$ cat config.mk
export PLATFORM = sky130hd
export DESIGN_NAME = instr_fetch
export DESIGN_NICKNAME = d
export VERILOG_FILES = /design/src/rtl/fetch_pkg.sv /design/src/rtl/instr_fetch.sv
export SDC_FILE = /design/constraint.sdc
export NUM_CORES = 1
export LEC_CHECK = 0
export ABC_AREA = 0
export CAP_MARGIN = 20
export CORE_MARGIN = 10
export CORE_UTILIZATION = 50
export CTS_CLUSTER_DIAMETER = 40
export DETAILED_ROUTE_END_ITERATION = 12
export DONT_BUFFER_PORTS = 1
export GPL_ROUTABILITY_DRIVEN = 0
export PLACE_DENSITY = 0.62
export SLEW_MARGIN = 20
export SYNTH_ARGS = -nofsm -noshare
export SYNTH_HDL_FRONTEND = slang
export SYNTH_SLANG_ARGS = --single-unit
export TNS_END_PERCENT = 10
$ cat constraint.sdc
create_clock -name clk -period 3.1 [get_ports clk]
set_clock_uncertainty 0.2 [all_clocks]
set_input_delay 0.31 -clock clk [delete_from_list [all_inputs] [get_ports clk]]
set_output_delay 0.31 -clock clk [all_outputs]
set_load 0.005 [all_outputs]
$ cat src/rtl/fetch_pkg.sv
// Shared types and default parameters for the instruction fetch stage.
// Holds the FSM state encoding and PC width helper.
package fetch_pkg;

  typedef enum logic [1:0] {
    ST_IDLE   = 2'd0,
    ST_RUN    = 2'd1,
    ST_HALTED = 2'd2
  } state_e;

  localparam int unsigned RESET_PC_DEF  = 0;
  localparam int unsigned DEPTH_DEF     = 256;
  localparam logic [31:0] HALT_WORD_DEF = 32'h0000_0000;

  function automatic int unsigned pc_width(
    input int unsigned depth
  );
    return (depth > 1) ? $clog2(depth) : 1;
  endfunction

  localparam int unsigned PC_W = pc_width(DEPTH_DEF);

endpackage

$ cat src/rtl/instr_fetch.sv
// Instruction fetch stage: drives a synchronous imem, tracks one
// in-flight request, and loads the IF/ID register with squash/halt.
module instr_fetch
  import fetch_pkg::*;
#(
  parameter int unsigned RESET_PC  = RESET_PC_DEF,
  parameter int unsigned DEPTH     = DEPTH_DEF,
  parameter logic [31:0] HALT_WORD = HALT_WORD_DEF
) (
  input  logic        clk,
  input  logic        rst,
  input  logic        start,
  input  logic        stall,
  input  logic        redirect,
  input  logic [31:0] redirect_target,
  output logic [31:0] imem_addr,
  input  logic [31:0] imem_data,
  output logic [31:0] if_id_instr,
  output logic [31:0] if_id_pc,
  output logic        if_id_valid,
  output logic        halted,
  output logic [15:0] fetch_count
);

  localparam int unsigned PW = pc_width(DEPTH);
  localparam logic [PW-1:0] PC_LAST = PW'(DEPTH - 1);
  localparam logic [PW-1:0] PC_RST  = PW'(RESET_PC);

  state_e          r_state;
  logic [PW-1:0]   pc_q;
  logic [PW-1:0]   req_pc_q;
  logic            req_valid_q;
  logic [31:0]     r_instr;
  logic [PW-1:0]   r_pc;
  logic            r_valid;
  logic [15:0]     r_cnt;

  logic            w_run;
  logic            w_adv;
  logic            w_halt;
  logic [PW-1:0]   w_pc_next;
  logic [PW-1:0]   w_tgt;
  logic            w_unused;

  assign w_run     = (r_state == ST_RUN);
  assign w_adv     = w_run & ~stall & ~redirect;
  assign w_halt    = w_adv & req_valid_q
                   & (imem_data == HALT_WORD);
  assign w_pc_next = (pc_q == PC_LAST) ? '0 : pc_q + 1'b1;
  assign w_tgt     = redirect_target[PW-1:0];
  assign w_unused  = ^redirect_target[31:PW];

  // While stalled, re-present the pending address so the
  // memory output is valid for it on the release cycle.
  assign imem_addr   = 32'((w_run && stall) ? req_pc_q : pc_q);
  assign if_id_instr = r_instr;
  assign if_id_pc    = 32'(r_pc);
  assign if_id_valid = r_valid;
  assign halted      = (r_state == ST_HALTED);
  assign fetch_count = r_cnt;

  always_ff @(posedge clk) begin
    if (rst) begin
      r_state     <= ST_IDLE;
      pc_q        <= PC_RST;
      req_pc_q    <= PC_RST;
      req_valid_q <= 1'b0;
      r_instr     <= '0;
      r_pc        <= '0;
      r_valid     <= 1'b0;
      r_cnt       <= '0;
    end else begin
      unique case (r_state)
        ST_IDLE: begin
          if (start) r_state <= ST_RUN;
        end
        ST_RUN: begin
          if (redirect) begin
            pc_q        <= w_tgt;
            req_valid_q <= 1'b0;
            r_valid     <= 1'b0;
          end else if (w_halt) begin
            r_valid     <= 1'b0;
            req_valid_q <= 1'b0;
            r_state     <= ST_HALTED;
          end else if (!stall) begin
            r_instr     <= imem_data;
            r_pc        <= req_pc_q;
            r_valid     <= req_valid_q;
            req_pc_q    <= pc_q;
            req_valid_q <= 1'b1;
            pc_q        <= w_pc_next;
            if (req_valid_q && r_cnt != 16'hFFFF)
              r_cnt <= r_cnt + 16'd1;
          end
        end
        ST_HALTED: begin
          if (start) begin
            pc_q    <= PC_RST;
            r_state <= ST_RUN;
          end
        end
        default: r_state <= ST_IDLE;
      endcase
    end
  end

endmodule

==> flow_metrics.env <==
export IMPL_status="finished, final reports clean"
export IMPL_drc=0
export IMPL_path_cells="inv_1 > ha_1 > nor3b_2 > o31a_2 > nand2_1 > a21oi_1"
export IMPL_synth_area_leaders="dfxtp_1 39%, nand2_1 11%, a21oi_1 9.3%, buf_4 9.3%, o21ai_0 3.5%"
export IMPL_tightest_slew_ns=0.9281
export IMPL_start_util=0.5236
export IMPL_hold_viol_final=0
export IMPL_layout_min_cycle_time_ns=2.469
export IMPL_wl_per_cell_um=17.16
export IMPL_synth_compound_area_frac=0.1735
export IMPL_syn_inst=481
export IMPL_core_area_sq_um=7370
export IMPL_synth_mux_area_frac=0.03729
export IMPL_synth_simple_gate_area_frac=0.2280
export IMPL_dr_pass1_iters=4
export IMPL_start_kind="flop"
export IMPL_cts_path_max_buffers=2
export IMPL_ir_drop_mv=0.2757
export IMPL_grt_max_degree=80
export IMPL_async_reset_ff_frac=0
export IMPL_grt_pass1_wl_um=16280
export IMPL_design_area_sq_um=4287
export IMPL_cts_sinks=76
export IMPL_ys_flop_type="dfxtp_1"
export IMPL_overflow=0
export IMPL_drive_above_1_share=0.08251
export IMPL_fillers=692
export IMPL_port_buffers=0
export IMPL_yosysMostFrequentCell="nand2_1"
export IMPL_cpPeakStageDelay_ns=0.83
export IMPL_fin_tns_setup_ns=0
export IMPL_synth_top_family_by_area="simple AND/OR/NAND/NOR gates"
export IMPL_period_share=0.7966
export IMPL_clkLatencyLatePin_ns=0.35
export IMPL_worstRegToRegCells=6
export IMPL_cellLeakagePower_uw=0.001474
export IMPL_layout_setup_ws_ns=0.6306
export IMPL_yosys_area_top_type="dfxtp_1"
export IMPL_min_delay_path_class="primary input to flop"
export IMPL_dieArea_sq_um=11630
export IMPL_cts_root_buf="clkbuf_8"
export IMPL_pre_cts_slack_ns=0.6196
export IMPL_post_cts_buffers=0
export IMPL_synth_edf_count=0
export IMPL_diodes=0
export IMPL_synth_yosys_warnings=0
export IMPL_dpl_hpwl_um=7062
export IMPL_drt_iter0_markers=131
export IMPL_cts_hold_buf=34
export IMPL_ctsResizeCount=0
export IMPL_synth_common_cells="113 x nand2_1, 76 x dfxtp_1, 72 x a21oi_1, 48 x buf_4, 27 x o21ai_0"
export IMPL_synth_xor_area_frac=0.01135
export IMPL_chipHeight_um=107.9
export IMPL_crit_cells=6
export IMPL_crit_family="compound AO/OA/AOI/OAI gates"
export IMPL_cp_end_kind="flop"
export IMPL_finalSetupViolCount=0
export IMPL_synth_top_cell_area_share=0.3943
export IMPL_worstPathArrival_ns=2.55
export IMPL_first_global_vias=3097
export IMPL_grt_util_all_layers=0.1717
export IMPL_rows=31
export IMPL_area_growth_pct=11.09
export IMPL_die_x_um=107.9
export IMPL_vias=3231
export IMPL_clk_pin_slew_ns=0.08
export IMPL_tritoncts="built"
export IMPL_ys_seq_elements=76
export IMPL_cp_required_ns=3.18
export IMPL_hold_depth=3
export IMPL_synthAdderAreaFrac=0.02270
export IMPL_cap_viol_max_count=0
export IMPL_max_slew_margin=0.3812
export IMPL_slew_viol_final=0
export IMPL_crit_path_max_fanout=48
export IMPL_fmax_mhz=405.0
export IMPL_yosysUniqueCellTypes=46
export IMPL_drt_total_wl_um=10440
export IMPL_cpMaxStageDelayCell="o31a_2"
export IMPL_numCtsBuffers=9
export IMPL_vias_per_cell=5.314
export IMPL_place_area_sq_um=3704
export IMPL_rsz0062_at_grt="false"
export IMPL_instances_no_fill=608
export IMPL_pin_count=183
export IMPL_final_nets=580
export IMPL_ant_nets=0
export IMPL_netlist_area_sq_um=3859
export IMPL_cts_max_level=3
export IMPL_critical_path_buf_inv_count=1
export IMPL_antenna_found_initial=0
export IMPL_power_density_nw_per_um2=574.6
export IMPL_ys_seq_area_frac=0.3943
export IMPL_synth_avg_cell_area_sq_um=8.022
export IMPL_post_place_cells=558
export IMPL_worstSetupPathType="flop to flop"
final cells by class:
type | count | area (sq um) | share of cell area
Sequential cell | 76 | 1521 | 0.3549
Inverter | 10 | 37.54 | 0.008757
Clock inverter | 5 | 83.83 | 0.01956
Timing Repair Buffer | 36 | 372.9 | 0.08698
Multi-Input combinational cell | 371 | 2006 | 0.4679
Clock buffer | 11 | 141.4 | 0.03298
Tap cell | 99 | 123.9 | 0.02890
cells in the final DEF, fill, tap and decap left out, types with 2 or more instances in the layout:
master	netlist	final
or4_1	3	3
o21ai_0	27	27
buf_4	48	2
nor4_2	5	5
nand3_1	8	8
bufinv_16	0	2
xor2_1	2	2
nand2b_1	3	3
and2_1	4	4
a21oi_1	72	72
nor2b_1	2	2
inv_1	10	10
nor4_1	3	3
o41ai_1	2	2
dfxtp_1	76	76
xnor2_1	3	3
nand4_1	8	8
conb_1	1	48
dlygate4sd3_1	0	33
nor2_1	9	9
mux2_2	10	10
mux2i_1	2	2
clkinvlp_4	0	2
o31ai_1	4	4
ha_1	7	7
nor3_1	2	2
nand4_2	2	2
or3_1	13	13
nand2_1	113	113
clkbuf_8	0	10
o2111ai_1	2	2
and4_1	2	2
logic make-up (layout without fill, tap and decap cells):
logic type,after synthesis,count (layout)
DFF,76,76
xor gates and xnor gates,5,5
AOI/OAI and AO/OA,117,117
adders and majority gates,7,7
other,1,48
buffers and inverters,81,62
muxes,13,13
and+or+nand+nor,181,181
power breakdown:
| part | total [uW] | leakage, uW | switching (uW) | internal, uW |
|---|---|---|---|---|
| logic | 490 | 0.000754 | 285 | 204 |
| clock network | 847 | 0.000106 | 369 | 478 |
| registers | 1130 | 0.000614 | 82.1 | 1040 |
worst reg2reg max path: stages (launching register included):
cell,delay [ns]
dfxtp_1,0.35
inv_1,0.11
ha_1,0.22
nor3b_2,0.35
o31a_2,0.84
nand2_1,0.17
a21oi_1,0.16
worst paths after layout:
| check | to | slack (ns) | startpoint |
|---|---|---|---|
| min | pc_q[4] | 0.04 | redirect |
| min reg2reg | r_pc[5] | 0.27 | req_pc_q[5] |
| max | if_id_instr[16] | 0.63 | r_state[1] |
| max reg2reg | if_id_instr[16] | 0.63 | r_state[1] |
sequential cells by signal, summed over array words and instances (netlist names):
signal / cells
if_id_valid: 1
fetch_count: 16
r_state: 2
if_id_instr: 32
pc_q: 8
req_pc_q: 8
req_valid_q: 1
r_pc: 8
through the flow:
| stage | power [uW] | util | hold WS [ns] |
|---|---|---|---|
| 2_1_floorplan | 1540 | - | 0.2426 |
| 3_3_place_gp | 1567 | 0.5025 | 0.1941 |
| 3_5_place_dp | 1575 | 0.5025 | 0.1976 |
| 4_1_cts | 2484 | 0.5817 | 0.01195 |
| 5_1_grt | 2591 | 0.5817 | 0.03787 |
| 6_report | 2463 | 0.5817 | 0.03845 |
routing by layer:
layer | routed length, um | global-route usage | vias to the layer above
met5 | 0 | 0 | -
met4 | 99 | 0.04676 | 0
met3 | 1161 | 0.07844 | 11
met2 | 5052 | 0.2780 | 131
met1 | 4122 | 0.1999 | 1477
li1 | - | - | 1612
No activity file was read; power rests on OpenSTA's default activity.
